**config.mk**
```make
export PLATFORM = sky130hd
export DESIGN_NAME = mem_stage
export DESIGN_NICKNAME = d
export VERILOG_FILES = /design/src/rtl/mem_stage.sv
export SDC_FILE = /design/constraint.sdc
export NUM_CORES = 1
export LEC_CHECK = 0
export ABC_AREA = 1
export CORE_ASPECT_RATIO = 1.25
export CORE_MARGIN = 5
export CORE_UTILIZATION = 45
export DETAILED_ROUTE_END_ITERATION = 12
export HOLD_SLACK_MARGIN = 0.15
export PLACE_DENSITY = 0.75
export SYNTH_ARGS = -nofsm -noshare
export SYNTH_HDL_FRONTEND = slang
export SYNTH_SLANG_ARGS = --single-unit
export TNS_END_PERCENT = 1
```
**constraint.sdc**
```tcl
create_clock -name clk -period 4.2 [get_ports clk]
set_input_delay 0.63 -clock clk [delete_from_list [all_inputs] [get_ports clk]]
set_output_delay 0.63 -clock clk [all_outputs]
set_load 0.01 [all_outputs]
```
**src/rtl/mem_stage.sv**
```systemverilog
`default_nettype none
// +------------------------------------------------------------------------+
// | mem_stage : pipeline memory stage; req/ack loads/stores, write-back.    |
// | Rev 1.0   : initial release                                             |
// +------------------------------------------------------------------------+
module mem_stage #(
   parameter int TIMEOUT = 16
) (
   input  logic        clk,
   input  logic        rst,
   input  logic        valid_in,
   input  logic [4:0]  rd_in,
   input  logic [31:0] res_in,
   input  logic [31:0] pc_in,
   input  logic [10:0] op_data_in,
   input  logic [31:0] store_data_in,
   output logic        stall,
   output logic        mem_req,
   output logic        mem_we,
   output logic [31:0] mem_addr,
   output logic [3:0]  mem_be,
   output logic [31:0] mem_wdata,
   input  logic        mem_ack,
   input  logic [31:0] mem_rdata,
   output logic        wb_valid,
   output logic        wb_we,
   output logic [4:0]  wb_rd,
   output logic [31:0] wb_data,
   output logic        err,
   output logic [31:0] err_pc
);

   localparam int c_CNT_W = $clog2(TIMEOUT);

   typedef enum logic [0:0] {
      S_IDLE   = 1'b0,
      S_ACCESS = 1'b1
   } state_t;

   state_t              r_state;
   logic [c_CNT_W-1:0]  r_cnt;
   logic [4:0]          r_rd;
   logic [31:0]         r_res;
   logic [31:0]         r_pc;
   logic                r_rf_we;
   logic [1:0]          r_size;
   logic                r_uns;
   logic [1:0]          r_sel;

   logic                w_is_mem;
   logic [1:0]          w_size;
   logic                w_misal;
   logic [3:0]          w_be;
   logic [31:0]         w_wdata;
   logic [7:0]          w_byte;
   logic [15:0]         w_half;
   logic [31:0]         w_load;
   logic                w_unused;

   assign w_unused = ^op_data_in[10:8];
   assign stall    = (r_state == S_ACCESS);
   assign w_is_mem = op_data_in[1] | op_data_in[2];
   assign w_size   = op_data_in[4:3];
   assign w_misal  = ((w_size == 2'b01) && res_in[0]) ||
                     (w_size[1] && (res_in[1:0] != 2'b00));

   always_comb begin
      w_be    = 4'b1111;
      w_wdata = store_data_in;
      case (w_size)
         2'b00: begin
            w_be    = 4'b0001 << res_in[1:0];
            w_wdata = {4{store_data_in[7:0]}};
         end
         2'b01: begin
            w_be    = res_in[1] ? 4'b1100 : 4'b0011;
            w_wdata = {2{store_data_in[15:0]}};
         end
         default: ;
      endcase
   end

   // Load lane selection uses the address latched at request time.
   assign w_byte = mem_rdata[{r_res[1:0], 3'b000} +: 8];
   assign w_half = mem_rdata[{r_res[1], 4'b0000} +: 16];

   always_comb begin
      w_load = mem_rdata;
      case (r_size)
         2'b00:   w_load = {{24{w_byte[7] & ~r_uns}}, w_byte};
         2'b01:   w_load = {{16{w_half[15] & ~r_uns}}, w_half};
         default: ;
      endcase
   end

   function automatic logic [31:0] f_wb_sel(input logic [1:0] sel, input logic [31:0] res,
                                             input logic [31:0] ld, input logic [31:0] pc);
      case (sel)
         2'b01:   return ld;
         2'b10:   return pc + 32'd4;
         default: return res;
      endcase
   endfunction

   always_ff @(posedge clk) begin
      if (!rst) begin
         r_state   <= S_IDLE;
         r_cnt     <= '0;
         r_rd      <= 5'd0;
         r_res     <= 32'd0;
         r_pc      <= 32'd0;
         r_rf_we   <= 1'b0;
         r_size    <= 2'b00;
         r_uns     <= 1'b0;
         r_sel     <= 2'b00;
         mem_req   <= 1'b0;
         mem_we    <= 1'b0;
         mem_addr  <= 32'd0;
         mem_be    <= 4'd0;
         mem_wdata <= 32'd0;
         wb_valid  <= 1'b0;
         wb_we     <= 1'b0;
         wb_rd     <= 5'd0;
         wb_data   <= 32'd0;
         err       <= 1'b0;
         err_pc    <= 32'd0;
      end else begin
         wb_valid <= 1'b0;
         err      <= 1'b0;
         if (r_state == S_IDLE) begin
            if (valid_in) begin
               if (!w_is_mem) begin
                  wb_valid <= 1'b1;
                  wb_we    <= op_data_in[0] && (rd_in != 5'd0);
                  wb_rd    <= rd_in;
                  wb_data  <= f_wb_sel(op_data_in[7:6], res_in, 32'd0, pc_in);
               end else if (w_misal) begin
                  err      <= 1'b1;
                  err_pc   <= pc_in;
                  wb_valid <= 1'b1;
                  wb_we    <= 1'b0;
                  wb_rd    <= rd_in;
               end else begin
                  r_rd      <= rd_in;
                  r_res     <= res_in;
                  r_pc      <= pc_in;
                  r_rf_we   <= op_data_in[0];
                  r_size    <= w_size;
                  r_uns     <= op_data_in[5];
                  r_sel     <= op_data_in[7:6];
                  r_cnt     <= '0;
                  r_state   <= S_ACCESS;
                  mem_req   <= 1'b1;
                  mem_we    <= ~op_data_in[1];
                  mem_addr  <= {res_in[31:2], 2'b00};
                  mem_be    <= w_be;
                  mem_wdata <= w_wdata;
               end
            end
         end else begin
            // An ack on the final counted cycle takes precedence over the timeout.
            if (mem_ack) begin
               mem_req  <= 1'b0;
               r_state  <= S_IDLE;
               wb_valid <= 1'b1;
               wb_we    <= r_rf_we && (r_rd != 5'd0);
               wb_rd    <= r_rd;
               wb_data  <= f_wb_sel(r_sel, r_res, w_load, r_pc);
            end else if (r_cnt == c_CNT_W'(TIMEOUT - 1)) begin
               mem_req  <= 1'b0;
               r_state  <= S_IDLE;
               err      <= 1'b1;
               err_pc   <= r_pc;
               wb_valid <= 1'b1;
               wb_we    <= 1'b0;
               wb_rd    <= r_rd;
            end else begin
               r_cnt <= r_cnt + 1'b1;
            end
         end
      end
   end

endmodule
`default_nettype wire

```
==> results of run 1 <==
## tightest hold or removal path, delay by kind of cell, from the launching register on
kind / cells / cell delay [ns]
DFF: 1 / 0.31
and+or+nand+nor: 1 / 0.06
AOI/OAI and AO/OA: 1 / 0.05
## sequential cells by signal (all words and copies together), names as in the netlist, 2 cells and up
name,count
wb_rd,5
err_pc,32
r_res,32
mem_be,4
mem_wdata,32
r_sel,2
wb_data,32
r_size,2
r_rd,5
r_pc,32
r_cnt,4
## layout by cell type (no fill, tap or decap), types with 2 or more instances in the layout
cell type        count
clkdlybuf4s50_1    284
conb_1               2
inv_2                7
o22ai_1              3
and3_1               2
o21ai_0            185
inv_1              149
clkinv_2             2
o32ai_1             27
ha_1                 6
a21boi_0             3
nand4_1             15
nand3_1            118
o21bai_1             2
a31oi_1             48
buf_12               2
o211ai_1             8
buf_4               15
clkinv_4             2
nor2_2               3
clkinvlp_4           4
nand2_2              4
clkbuf_1             2
dfxtp_1            189
clkbuf_16           17
nand2_4              2
nor2_1             122
nor3_1               5
a21oi_1            181
inv_6                3
or2_2               13
clkbuf_8             2
nand2_1            494
o221ai_1             5
o21ai_1              5
## layer usage
metal | vias to the layer above | GRT usage, % | share of wire, %
met5 | - | 0 | 0
met4 | 0 | 18.9 | 6.1
met3 | 113 | 6.39 | 7.8
met2 | 577 | 55.5 | 48
met1 | 5822 | 40.0 | 38
li1 | 6143 | - | -
## report_power, final
group	internal (mW)	switching (mW)	total (mW)
Clock	0.794	0.762	1.56
Sequential	1.93	0.0899	2.02
Combinational	0.476	0.679	1.16
## cell usage after synthesis, drive strengths merged, types with 2 or more instances
library cell  number  share of area (%)
o22ai              3               0.17
nand2            500                 17
o32ai             27                2.2
o21ai            190                8.7
ha                 6               0.68
a31oi             48                2.7
inv              156                5.3
nand4             15               0.86
buf               68                4.0
o21bai             2               0.14
a21oi            182                8.3
dfxtp            190                 35
a21boi             3               0.21
and3               2               0.11
o221ai             5               0.40
o211ai             8               0.55
nor3               5               0.23
or2               13               0.74
clkbuf            64                2.2
nand3            119                5.5
nor2             126                4.4
## layout make-up
class / count / area, µm²
clock buffer: 21 / 460
clock inverter: 11 / 83.8
fill: 2424 / 10000
inverter: 157 / 589
multi-input combinational: 1261 / 5900
sequential: 190 / 3800
tap: 330 / 413
timing repair buffer: 302 / 3000
## worst max-delay path by stage
stage                  start     endpoint  slack [ns]  depth (start not counted)
3_5_place_dp   op_data_in[3]    mem_be[1]        0.97                         10
3_3_place_gp   op_data_in[6]  wb_data[11]         1.0                         10
6_report       op_data_in[6]  wb_data[10]        1.38                         10
5_1_grt        op_data_in[6]  wb_data[10]        1.12                         10
2_1_floorplan  op_data_in[6]  wb_data[18]        2.23                         10
4_1_cts        op_data_in[6]  wb_data[11]        1.44                         10
## through the flow
step / utilization [%] / total power [mW]
finish: 58.7 / 4.73
global route: 58.7 / 4.91
CTS: 58.7 / 4.73
floorplan: - / 2.62
detailed placement: 56.5 / 3.19
global placement: 56.5 / 3.18
## logic make-up after synthesis
group                    Yosys count
AND/OR/NAND/NOR                  780
AO/OA/AOI/OAI                    473
buffers and inverters            289
flip-flops                       190
adder cells (fa/ha/maj)            6
other                              1
==> impl_metrics.csv, run 1 <==
group,metric,value,unit
worst_setup_path,max_stage_delay,0.47,ns
route,avgViaCountPerCell,5.57,
route,wl_per_cell,20.8,µm
clocking,cts.sinks,190,
worst_setup_path,crit_family,"buffers and inverters",
layout,share_of_post_route_cells_with_drive_strength_above_1,4.17,%
layout,fin_area,14300,µm²
grt,antenna_violations_before_repair,0,
timing,final_min_period_over_clock_period,67.2,%
grt,number_of_global_route_vias_before_repair,12000,
layout,final_cells,2272,
synth,post_synth_xor_area_fraction,0,%
worst_setup_path,cpMaxStageDelayCell,"clkdlybuf4s50_1",
floorplan,initial_util,45.2,%
floorplan,ios,291,
worst_setup_path,worst_path_most_repeated_cell,"inv_1",
power,p_leak,5.46,nW
timing,post-route-min-period,2.82,ns
timing,worstMarginPinSlew,0.769,ns
place,preCtsSetupSlack,0.968,ns
power,power-per-cell-area,332,nW/µm²
grt,overflow,0,
timing,max_freq,355,MHz
floorplan,die-area,27600,µm²
clocking,clock_tree.htree_level_count,4,
worst_setup_path,worstPathArrival,3.19,ns
floorplan,placement_rows,64,
clocking,cts_made_buffers,17,
floorplan,dieWidth,150,µm
worst_setup_path,regToRegSetupSlack,1.59,ns
min_path,worstHoldPathCells,2,
synth,synth-simple-area-share,29.2,%
timing,relSlewSlack,48.7,%
place,place_congestion,0.975,
synth,yosysWarnings,0,
worst_setup_path,critical_path.max_fanout,15,
clocking,ctsResizeCount,0,
timing,slew_violations,0,
worst_setup_path,cp_cell_sequence,"clkdlybuf4s50_1 > inv_1 > ha_1 > inv_1 > nand2_1 > inv_1 > o21ai_0 > o21ai_0 > a21oi_1 > a21oi_1",
synth,yosys.area_share.adder,0.685,%
timing,timing.hold.ws,0.468,ns
place,io_buffer_count,285,
grt,grt_start_max_net_pins,126,
synth,ys_async_sr_fraction,0,%
timing,rsz0062_at_grt,"false",
timing,totalNegativeSetupSlack,0,ns
worst_setup_path,timing.reg2reg.worst_path_depth,12,
synth,synth_edf_count,0,
timing,setup_slack_after_layout,1.38,ns
synth,synth-main-ff-cell,"dfxtp_1",
clocking,cts_hold_buffers,0,
route,drt_iter0_markers,1321,
clocking,tritoncts,"yes",
layout,syn2layout_area_growth,29.9,%
synth,synth_area_per_cell,6.31,µm²
synth,synth_compound_gate_area_share,23.8,%
route,route.final.wire_length,47200,µm
route,drc_errors,0,
synth,synth.area.mux_share,0,%
grt,grt_util_all_layers,33.3,%
min_path,min-delay-start,"mem_wdata[6]",
power,vdd_drop_max,0.000276,V
timing,clock_skew,0.0103,ns
synth,synth_sequential_area_ratio,34.7,%
status,outcome,"complete, no violations",
clocking,clk_pin_slew,0.08,ns
route,via_count,12700,
worst_setup_path,crit_path_start_kind,"input pin",
worst_setup_path,endpoint_kind,"register",
layout,number_of_nets_in_the_finished_design,2083,
floorplan,die-height,185,µm
min_path,timing.hold.worst_endpoint,"mem_wdata[6]",
clocking,worstSkewPairLatency,0.45,ns
worst_setup_path,required,4.57,ns
synth,post_synth_inst_count,1739,
worst_setup_path,ff_to_ff_start,"r_pc[2]",
synth,synthDistinctLibCells,39,
grt,first_pass_grt_wire_length,70200,µm
worst_setup_path,critical_path.n_buffers_inverters,4,
place,dpl-instance-area,13700,µm²
clocking,clockBufferDepth,2,
timing,finalHoldViolations,0,
route,first_pass_iters,6,
route,antenna_left,0,
layout,insertedDiodeCount,0,
run,timing.max_cap.violations,0,
floorplan,area_of_the_placeable_core,24300,µm²
clocking,root_buffer,"clkbuf_16",
clocking,number_of_buffers_inserted_to_repair_setup_after_cts,0,
worst_setup_path,timing.setup.critical_path_class,"in2reg",
synth,combinational_family_with_the_most_area_after_synthesis,"simple AND/OR/NAND/NOR gates",
place,placed_wire_length_estimate,35600,µm
place,dp_cells,2240,
timing,finalSetupViolations,0,
worst_setup_path,timing.rr.end,"wb_data[28]",
synth,ys_ff_latch,190,
min_path,hold_path.class,"reg2reg",
synth,syn_area,11000,µm²
Note: power is estimated with default switching activity, not from simulation.
==> run 2, diff against run 1 <==
Settings changed: PLACE_DENSITY 0.75 to 0.78.
Clock period 4.2 ns to 2.3 ns, I/O delays scaled along.
==> run 2 against run 1 <==
  * Cell count grew 4.3%
  * Die area unchanged
  * Final area rose by 5.8%
==> impl_metrics.csv, run 2 (synthesis gave the netlist of run 1 again) <==
group,metric,value,unit
status,outcome,"complete, no violations",
floorplan,ios,291,
worst_setup_path,regToRegSetupSlack,0.18,ns
timing,clock_skew,0.0118,ns
worst_setup_path,ff_to_ff_start,"r_pc[3]",
clocking,clockBufferDepth,2,
clocking,root_buffer,"clkbuf_16",
clocking,clock_tree.htree_level_count,4,
timing,finalHoldViolations,0,
route,via_count,13100,
power,net-switching-power,2.88,mW
power,p_leak,5.98,nW
route,antenna_left,0,
power,internal_power,5.91,mW
worst_setup_path,worstPathArrival,2.46,ns
clocking,tritoncts,"yes",
layout,share_of_post_route_cells_with_drive_strength_above_1,8.92,%
timing,final_min_period_over_clock_period,92.2,%
place,io_buffer_count,285,
timing,slew_violations,0,
worst_setup_path,endpoint_kind,"register",
timing,rsz0062_at_grt,"false",
power,share_seq_of_total_power,41.9,%
layout,number_of_nets_in_the_finished_design,2181,
floorplan,die-area,27600,µm²
floorplan,initial_util,45.2,%
route,first_pass_iters,5,
timing,worstMarginPinSlew,0.716,ns
worst_setup_path,worstSetupStartpoint,"r_pc[3]",
power,vdd_drop_max,0.000492,V
floorplan,placement_rows,64,
floorplan,dieWidth,150,µm
clocking,cts_made_buffers,17,
layout,final_cells,2370,
clocking,cts.sinks,190,
layout,layout.cells.most_common,"nand2_1",
timing,relSlewSlack,51.8,%
worst_setup_path,timing.setup.critical_path_class,"reg2reg",
grt,grt_start_max_net_pins,96,
worst_setup_path,critical_path.max_fanout,5,
route,drc_errors,0,
route,avgViaCountPerCell,5.54,
place,place_congestion,1.01,
power,switching_share,32.8,%
worst_setup_path,required,2.64,ns
clocking,number_of_buffers_inserted_to_repair_setup_after_cts,0,
grt,overflow,0,
grt,first_pass_grt_wire_length,72600,µm
route,drt_iter0_markers,1254,
clocking,worstSkewPairLatency,0.45,ns
route,route.final.wire_length,48900,µm
floorplan,area_of_the_placeable_core,24300,µm²
timing,post-route-min-period,2.12,ns
grt,number_of_global_route_vias_before_repair,12700,
place,dp_cells,2338,
min_path,min-delay-start,"rst",
power,clock_power_share,32.3,%
min_path,hold_path.class,"in2reg",
worst_setup_path,critical_path.n_buffers_inverters,2,
layout,insertedDiodeCount,0,
worst_setup_path,crit_path_start_kind,"register",
grt,antenna_violations_before_repair,1,
power,power_frac_comb,25.8,%
worst_setup_path,worst_path_most_repeated_cell,"nand3_1",
power,power-per-cell-area,584,nW/µm²
grt,grt_util_all_layers,34.6,%
run,timing.max_cap.violations,0,
worst_setup_path,crit_family,"simple AND/OR/NAND/NOR gates",
layout,final_util,62.1,%
clocking,clk_pin_slew,0.07,ns
timing,finalSetupViolations,0,
floorplan,die-height,185,µm
worst_setup_path,cp_cell_sequence,"ha_1 > nand3_1 > inv_1 > nand2_1 > nor2_1 > nand3_1 > nand3_1 > nand3_1 > nand2_1 > nand3_1 > nand2_1 > inv_1",
worst_setup_path,cpMaxStageDelayCell,"dfxtp_1",
route,wl_per_cell,20.6,µm
place,placed_wire_length_estimate,38400,µm
timing,max_freq,472,MHz
layout,syn2layout_area_growth,37.4,%
layout,layout.cells.most_common_list,"nand2_1, clkdlybuf4s50_1, dfxtp_1, o21ai_0, a21oi_1",
worst_setup_path,max_stage_delay,0.44,ns
-- run 2: per-layer routing --
metal  vias to the layer above  share of wire, %  GRT usage (%)
met5                         -                 0              0
met4                         0               6.2           18.5
met3                       131               7.2           6.62
met2                       604                49           61.5
met1                      6065                37           39.1
li1                       6327                 -              -
-- run 2: final timing paths --
kind / to / cells after the start
max: wb_data[28] / 12
min: wb_data[0] / 3
max reg2reg: wb_data[28] / 12
min reg2reg: r_rf_we / 2
-- run 2: worst min-delay path, stage by stage --
cell,delay [ns]
buf_2,0.18
o21ai_0,0.10
a21oi_1,0.04
-- run 2: power by group through the flow --
stage	sequential, mW	combinational (mW)	clock, mW
2_1_floorplan	3.77	1.02	0
3_3_place_gp	3.75	2.21	0
3_5_place_dp	3.75	2.24	0
4_1_cts	3.68	2.25	2.85
5_1_grt	3.71	2.44	3.00
6_report	3.68	2.27	2.84
-- run 2: layout make-up --
type                            count  area, µm²
Sequential cell                   190       3810
Clock inverter                     14        109
Clock buffer                       18        429
Timing Repair Buffer              400       3820
Multi-Input combinational cell   1261       5900
Tap cell                          330        413
Fill cell                        2354       9190
Inverter                          157        589
-- run 2: metrics by stage --
step	total power, mW	instance area (µm²)	setup slack (ns)	hold slack, ns	setup TNS (ns)
floorplan	4.79	11000	0.616	0.430	0
global placement	5.96	14500	-0.0343	0.441	-0.0889
detailed placement	5.99	14500	-0.0415	0.445	-0.158
CTS	8.78	15100	0.163	0.267	0
global route	9.15	15100	0.0197	0.283	0
finish	8.80	15100	0.179	0.278	0
-- run 2: what timing repair did --
| action | CTS | global route |
|---|---|---|
| resized for setup | 0 | 2 |
| hold endpoints to repair | 0 | 0 |
| setup endpoints to repair | 0 | 2 |
| hold buffers | 0 | 0 |
==> run 3, diff against run 2 <==
Settings changed: GPL_ROUTABILITY_DRIVEN set to 0.
==> run 3 against run 2 <==
  * Cell count down 1.8%
  * Non-clock buffer count down 43
  * Via count up 2.2%
  * Count of clock-buffer cells in the layout down 1
  * Total power up 0.58%
  * First-iteration DRC count up 7.5%
  * Core utilization down 1.2 points
  * Flip-flop and latch count unchanged
  * Critical path depth down 3
  * Wire length down 7.9%
  * Die area unchanged
  * Critical path type is now in2reg
==> impl_metrics.csv, run 3 (synthesis gave the netlist of run 1 again) <==
group,metric,value,unit
status,outcome,"complete, no violations",
place,io_buffer_count,285,
route,antenna_left,0,
power,power-per-cell-area,598,nW/µm²
floorplan,initial_util,45.2,%
route,detailroute.wirelength.met2,21200,µm
route,wl_per_cell,19.4,µm
power,power_frac_comb,24.8,%
layout,final_cells,2328,
floorplan,ios,291,
route,drt_iter0_markers,1348,
floorplan,dieWidth,150,µm
worst_setup_path,required,2.62,ns
clocking,clockBufferDepth,2,
power,internal_power,6.00,mW
clocking,clock_tree.htree_level_count,4,
route,route.met3.wl,4990,µm
grt,grt_util_all_layers,31.3,%
place,dp_cells,2295,
layout,layout.filler_cells,2217,
timing,max_freq,455,MHz
floorplan,die-area,27600,µm²
clocking,worstSkewPairLatency,0.45,ns
worst_setup_path,timing.setup.critical_path_class,"in2reg",
timing,slew_violations,0,
layout,layout.cells.most_common,"nand2_1",
power,power,8.85,mW
worst_setup_path,critical_path.max_fanout,6,
grt,first_pass_grt_wire_length,67600,µm
floorplan,area_of_the_placeable_core,24300,µm²
power,switching_share,32.2,%
worst_setup_path,timing.rr.end,"wb_data[28]",
route,via_count,13400,
min_path,hold_path.class,"in2reg",
clocking,cts.sinks,190,
route,top_signal_layer_used,"met4",
clocking,cts_made_buffers,17,
timing,worstMarginPinSlew,0.958,ns
timing,finalSetupViolations,0,
worst_setup_path,cp-endpoint,"wb_data[15]",
route,drc_errors,0,
clocking,cts_hold_buffers,0,
grt,grt_start_max_net_pins,126,
clocking,clk_pin_slew,0.07,ns
grt,overflow,0,
run,timing.max_cap.violations,0,
route,avgViaCountPerCell,5.76,
clocking,root_buffer,"clkbuf_16",
layout,syn2layout_area_growth,34.8,%
layout,layout.cells.most_common_list,"nand2_1, clkdlybuf4s50_1, dfxtp_1, o21ai_0, a21oi_1",
clocking,tritoncts,"yes",
floorplan,placement_rows,64,
place,placed_wire_length_estimate,34100,µm
worst_setup_path,endpoint_kind,"register",
grt,number_of_global_route_vias_before_repair,12400,
worst_setup_path,worstPathArrival,2.52,ns
route,route.final.wire_length,45100,µm
layout,number_of_nets_in_the_finished_design,2138,
layout,fin_area,14800,µm²
clocking,number_of_buffers_inserted_to_repair_setup_after_cts,0,
power,clock_power_share,33.5,%
clocking,ctsResizeCount,0,
min_path,min-delay-start,"rst",
timing,clock_skew,0.0116,ns
timing,rsz0062_at_grt,"false",
worst_setup_path,ff_to_ff_start,"r_pc[2]",
timing,post-route-min-period,2.20,ns
timing,relSlewSlack,35.5,%
route,wl_met1,15600,µm
power,vdd_drop_max,0.000494,V
power,p_leak,5.77,nW
timing,finalHoldViolations,0,
layout,share_of_post_route_cells_with_drive_strength_above_1,7.06,%
grt,antenna_violations_before_repair,0,
timing,final_min_period_over_clock_period,95.6,%
power,share_seq_of_total_power,41.7,%
power,net-switching-power,2.84,mW
floorplan,die-height,185,µm
worst_setup_path,worstSetupStartpoint,"pc_in[4]",
worst_setup_path,crit_path_start_kind,"input pin",
timing,timing.hold.ws,0.304,ns
worst_setup_path,regToRegSetupSlack,0.12,ns
place,dpl-instance-area,14200,µm²
worst_setup_path,timing.reg2reg.worst_path_depth,12,
route,first_pass_iters,6,
==> run 3: changes by cell type in the layout (fill, tap and decap cells not counted), sizes merged <==
cell	previous run	this run
clkbuf	18	17
buf	116	73
diode	0	1
inv	163	162
clkinv	5	6
bufinv	0	1
==> run 3: power by group through the flow <==
| stage | clock [mW] | combinational (mW) | sequential [mW] |
|---|---|---|---|
| 2_1_floorplan | 0 | 1.02 | 3.77 |
| 3_3_place_gp | 0 | 2.11 | 3.75 |
| 3_5_place_dp | 0 | 2.14 | 3.76 |
| 4_1_cts | 2.97 | 2.15 | 3.68 |
| 5_1_grt | 3.12 | 2.35 | 3.71 |
| 6_report | 2.96 | 2.20 | 3.69 |
==> run 3: area by class of cell <==
class                           instances  area [µm²]  area share, %
Multi-Input combinational cell       1261        5900           39.9
Sequential cell                       190        3810           25.7
Timing Repair Buffer                  357        3490           23.6
Inverter                              157         589           3.99
Clock buffer                           17         425           2.88
Tap cell                              330         413           2.79
Clock inverter                         15         153           1.03
Antenna cell                            1        2.50         0.0169
==> run 3: worst min-delay path by stage <==
stage	cells after the start	endpoint	slack (ns)
6_report	3	mem_be[0]	0.30
5_1_grt	3	mem_be[0]	0.31
4_1_cts	3	mem_be[0]	0.30
3_5_place_dp	2	r_rf_we	0.44
3_3_place_gp	2	r_rf_we	0.44
2_1_floorplan	2	r_rf_we	0.43
==> run 3: worst max-delay path, cell delays in order <==
cell	delay (ns)
clkdlybuf4s50_1	0.59
nand2_1	0.20
nor2_1	0.07
nand2_1	0.07
nor2_1	0.08
o21ai_0	0.75
nand2_1	0.12
a21oi_1	0.19
a21oi_1	0.09
==> run 3: stage by stage <==
step | setup slack [ns] | utilization, % | TNS (ns)
floorplan | 0.616 | - | 0
global route | 0.0154 | 60.9 | 0
detailed placement | -0.0607 | 58.5 | -0.244
finish | 0.101 | 60.9 | 0
CTS | 0.163 | 60.9 | 0
global placement | -0.0551 | 58.5 | -0.0884
==> run 3: layer usage <==
metal | up-vias | GRT usage [%]
met2 | 913 | 52.4
met5 | - | 0
met3 | 179 | 8.34
li1 | 6255 | -
met1 | 6063 | 35.1
met4 | 0 | 20.3
==> edit 1, RTL diff (flow settings as in run 2) <==
`TIMEOUT`: 16 -> 32.
--- a/src/rtl/mem_stage.sv
+++ b/src/rtl/mem_stage.sv
@@ -6,3 +6,3 @@
 module mem_stage #(
-   parameter int TIMEOUT = 16
+   parameter int TIMEOUT = 32
 ) (
Check against the original RTL: not settled (the Yosys comparison gave no result); the edit may change what the design does.
==> edit 1 against run 2 <==
Sequential cell count up 1. Core utilization decreased by 0.25 points. Clock power increased by 6%. Combinational power is 8% higher. Wire length increased by 3.8%. Largest cell class unchanged. First-iteration DRC count is 9.4% lower. Total power up 5.0%. Largest power group unchanged. Area after synthesis increased by 3.7%. Die area up 3.5%. Global-route usage shrank 0.53 points. Sequential power rose by 3%. Via count up 2.8%. Worst setup slack worse by 48 ps. Cell area increased by 2.8%.
==> edit 1: results (changes against run 2) <==
* Status: complete, no violations (unchanged)
* End of the critical path: wb_data[1] (was wb_data[28])
* CP peak stage delay at 550 ps (was 440 ps)
* Crit path max-delay family: compound AO/OA/AOI/OAI gates (was simple AND/OR/NAND/NOR gates)
* Synth area leaders: dfxtp_1 34%, nand2_1 15%, o21ai_0 8.7% (was dfxtp_1 35%, nand2_1 17%, o21ai_0 8.4%)
* Leak at 6.16 nW (was 5.98 nW)
* Nets at 2222 (was 2181)
* DRT iter0 DRCs at 1136 (was 1254)
* Post-synthesis sequential area ratio at 33.6% (was 34.7%)
* Drt wl/cell at 21.1 um (was 20.6 um)
* Layout cell share with drive strength beyond 1 at 11.0% (was 8.92%)
* Synth cell count leaders: 443 x nand2_1, 198 x o21ai_0, 191 x dfxtp_1 (was 494 x nand2_1, 190 x dfxtp_1, 185 x o21ai_0)
* Hold Path Sink: mem_be[3] (was wb_data[0])
* Hold WS at 393 ps (was 278 ps)
* Global-route usage over all layers at 34.1% (was 34.6%)
* Routed Wire Length at 50800 um (was 48900 um)
* Vias at 13.5k (was 13.1k)
* Final worst setup slack at 131 ps (was 179 ps)
* Count of mapped cells out of synthesis at 1774 (was 1739)
* Pre-CTS setup slack at -110 ps (was -41.5 ps)
* Sequential Area at 3820 um^2 (was 3810 um^2)
* CP Max Fanout at 6 (was 5)
* Path depth of the worst reg2reg path at 8 (was 12)
* Number of global-route vias before repair at 12.9k (was 12.7k)
* Area after DPL at 14900 um^2 (was 14500 um^2)
## edit 1: cell count changes in the layout (fill, tap and decap cells not counted), moves of 8 or more
cell	run 2	this run
nor2_1	121	180
nand2_1	494	443
o32ai_1	27	0
inv_1	149	136
o21ai_0	185	198
nand3_2	0	11
buf_4	106	116
a21oi_1	181	172
o21ai_1	5	13
## edit 1: layer usage
| layer | share of wire [%] | wire length (um) | track usage, % |
|---|---|---|---|
| met3 | 7.4 | 3780 | 7.29 |
| met5 | 0 | 0 | 0 |
| met1 | 37 | 19000 | 38.6 |
| met4 | 5.9 | 2990 | 17.9 |
| met2 | 49 | 25000 | 60.1 |
## edit 1: cell type report
type	instances	area share [%]
Clock buffer	19	2.79
Clock inverter	11	0.864
Inverter	150	3.65
Multi-Input combinational cell	1297	40.1
Sequential cell	191	24.7
Tap cell	335	2.70
Timing Repair Buffer	410	25.3
## edit 1: repair_timing
action,CTS,global route
setup endpoints to repair,0,4
setup buffers,0,0
resized for setup,0,2
hold buffers,0,0
hold endpoints to repair,0,0
## edit 1: where the power goes
group,internal (mW),switching (mW),total [mW]
combinational,1.06,1.40,2.46
clock,1.61,1.39,3.00
sequential,3.56,0.212,3.78
## edit 1: cell families (layout without fill, tap and decap cells)
| group | Yosys count | in the layout | share of synthesized area, % |
|---|---|---|---|
| AND/OR/NAND/NOR | 806 | 806 | 30.2 |
| AO/OA/AOI/OAI | 481 | 481 | 23.4 |
| buffers and inverters | 287 | 590 | 11.9 |
| flip-flops | 191 | 191 | 33.6 |
| adder cells (fa/ha/maj) | 7 | 7 | 0.770 |
| other | 1 | 2 | 0.0330 |
| XOR/XNOR | 1 | 1 | 0.0770 |
## edit 1: worst min-delay path: stages
cell	delay, ps
buf_4	130
clkinv_1	50
buf_4	200
a31oi_1	50
==> edit 2, RTL diff (config.mk and constraints of run 2) <==
Without the edit above. Reset style: asynchronous (`rst`), changed in one clocked block.
--- a/src/rtl/mem_stage.sv
+++ b/src/rtl/mem_stage.sv
@@ -104,3 +104,3 @@
 
-   always_ff @(posedge clk) begin
+   always_ff @(posedge clk or negedge rst) begin
       if (!rst) begin
Behaviour: differs if rst is asserted again (counterexample within 4 cycles, from zero or initial values and one cycle with rst low); with rst held inactive, the same outputs for 4 cycles.
==> edit 2 against run 2 <==
Cell area increased by 5.6%. Via count is 3.0% lower. Critical path depth is 1 higher. First-iteration DRC count down 21%. Area after synthesis grew 7.7%. Global-route usage decreased by 4.8 points. Wire length shrank 9.3%. Worst setup slack better by 45 ps. Sequential cell count unchanged. Final cell count grew 0.59%. Highest routed layer unchanged.
Power is not compared: it rests on default switching activity, and its combinational part moved more than twofold at a synthesized area within 25%.
==> edit 2: results (changes against run 2) <==
* Pre-CTS setup slack at -129 ps (was -41.5 ps)
* Crit path max-delay family: simple AND/OR/NAND/NOR gates (unchanged)
* Num CTS Buffers at 17 (unchanged)
* Skew final at 14.0 ps (was 11.8 ps)
* Worst hold path class: primary input to asynchronous set/reset pin (was primary input to register)
* Fillers at 2451 (was 2354)
* Routed Wire Length at 44400 um (was 48900 um)
* Nets at 2185 (was 2181)
* Post-DR vias/cell at 5.34 (was 5.54)
* Post-synthesis sequential area ratio at 40.2% (was 34.7%)
* CP Max Fanout at 16 (was 5)
* Layout cell share with drive strength beyond 1 at 10.1% (was 8.92%)
* Dpl cells at 2351 (was 2338)
* Number of global-route vias before repair at 12.6k (was 12.7k)
* Synth area leaders: dfrtp_1 40%, nand2_1 20%, nor2_1 6.6% (was dfxtp_1 35%, nand2_1 17%, o21ai_0 8.4%)
* Status: complete, no violations (unchanged)
* CP startpoint: r_res[1] (was r_pc[3])
* Initial antenna violation count at 0 (was 1)
* GR Util met1 at 33.8% (was 39.1%)
* Clock buffer depth at 2 (unchanged)
* Global-route usage over all layers at 29.8% (was 34.6%)
* Clock Latency Late Sink at 450 ps (about the same)
* Relative slew slack at 63.0% (was 51.8%)
* Worst VDD drop at 0.614 mV
* Critical Path Slowest Stage Cell: dfrtp_1 (was dfxtp_1)
* Pin count of the biggest net entering global routing at 66 (was 96)
* RD Place Congestion at 0.997 (was 1.01)
* DRT iter0 DRCs at 994 (was 1254)
* First-pass GRT wire length at 68700 um (was 72600 um)
* Synth cell count leaders: 638 x nand2_1, 208 x nor2_1, 190 x dfrtp_1 (was 494 x nand2_1, 190 x dfxtp_1, 185 x o21ai_0)
* Ys async rst share at 100% (was 0%)
* TritonRoute pass-1 iters at 5 (unchanged)
* Mean Syn Cell Area at 6.82 um^2 (was 6.31 um^2)
* Drt wl/cell at 18.6 um (was 20.6 um)
* Met2 usage at 50.9% (was 61.5%)
* CP peak stage delay at 640 ps (was 440 ps)
* Grt met3 use at 5.87% (was 6.62%)
* Worst endpoint data arrival time at 2420 ps (was 2460 ps)
* Post-DP HPWL at 34600 um (was 38400 um)
* Cell variety after synth at 43 (was 39)
[edit 2: cell types whose count changed after synthesis, sizes merged, moves of 14 or more]
cell,delta
o21ai,-59
clkbuf,-30
nand2,+149
inv,-41
dfrtp,+190
buf,+14
a21oi,-89
dfxtp,-190
nand3,-29
nor2,+96
o32ai,-27
[edit 2: timing repair]
action,CTS,global route
setup endpoints to repair,0,0
endpoints found under the hold margin,59,0
hold buffers,1,0
[edit 2: cell type report]
cell class,count,area (um^2),share of cell area (%)
clock inverter,12,134,0.841
sequential,190,4760,29.9
multi-input combinational,1312,5930,37.3
tap,340,425,2.67
timing repair buffer,394,3790,23.8
clock buffer,20,447,2.81
inverter,116,435,2.74
[edit 2: stage by stage]
step	total power [mW]	setup TNS [ps]	instance area (um^2)
after floorplan	9.13	0	11800
after global placement	12.6	-562	15300
after detailed placement	12.7	-652	15300
after CTS	15.8	0	15900
after global routing	16.7	0	15900
final	15.8	0	15900
[edit 2: per-layer routing]
| metal | vias up | part of all wire, % | wire length (um) |
|---|---|---|---|
| met3 | 148 | 7.2 | 3180 |
| met5 | - | 0 | 0 |
| met1 | 5896 | 37 | 16400 |
| met4 | 0 | 7.3 | 3230 |
| li1 | 6123 | - | - |
| met2 | 565 | 49 | 21600 |
[edit 2: power breakdown]
part	internal, mW	total [mW]	switching (mW)	leakage [nW]
Combinational	3.38	7.10	3.72	4.76
Clock	1.64	3.06	1.42	0.281
Sequential	4.54	5.62	1.08	2.29
Total	9.56	15.8	6.22	7.34
[edit 2: path summary, 6_finish.rpt]
kind | end | slack [ps] | cells after the start
worst max-delay path | wb_data[29] | 220 | 13
worst min-delay path | mem_wdata[27] | 450 | 2
worst max register to register | wb_data[29] | 220 | 13
worst min register to register | wb_data[21] | 480 | 2
max in group asynchronous | stall | 1180 | 3
min in group clk | mem_wdata[18] | 450 | 3
[edit 2: logic make-up after synthesis]
| logic type | share of synthesized area [%] |
|---|---|
| simple gates | 34.2 |
| flops | 40.2 |
| compound gates | 15.1 |
| fa+ha+maj | 0.635 |
| other cells | 0.0317 |
| xor+xnor | 0.0742 |
| buf+inv | 9.69 |
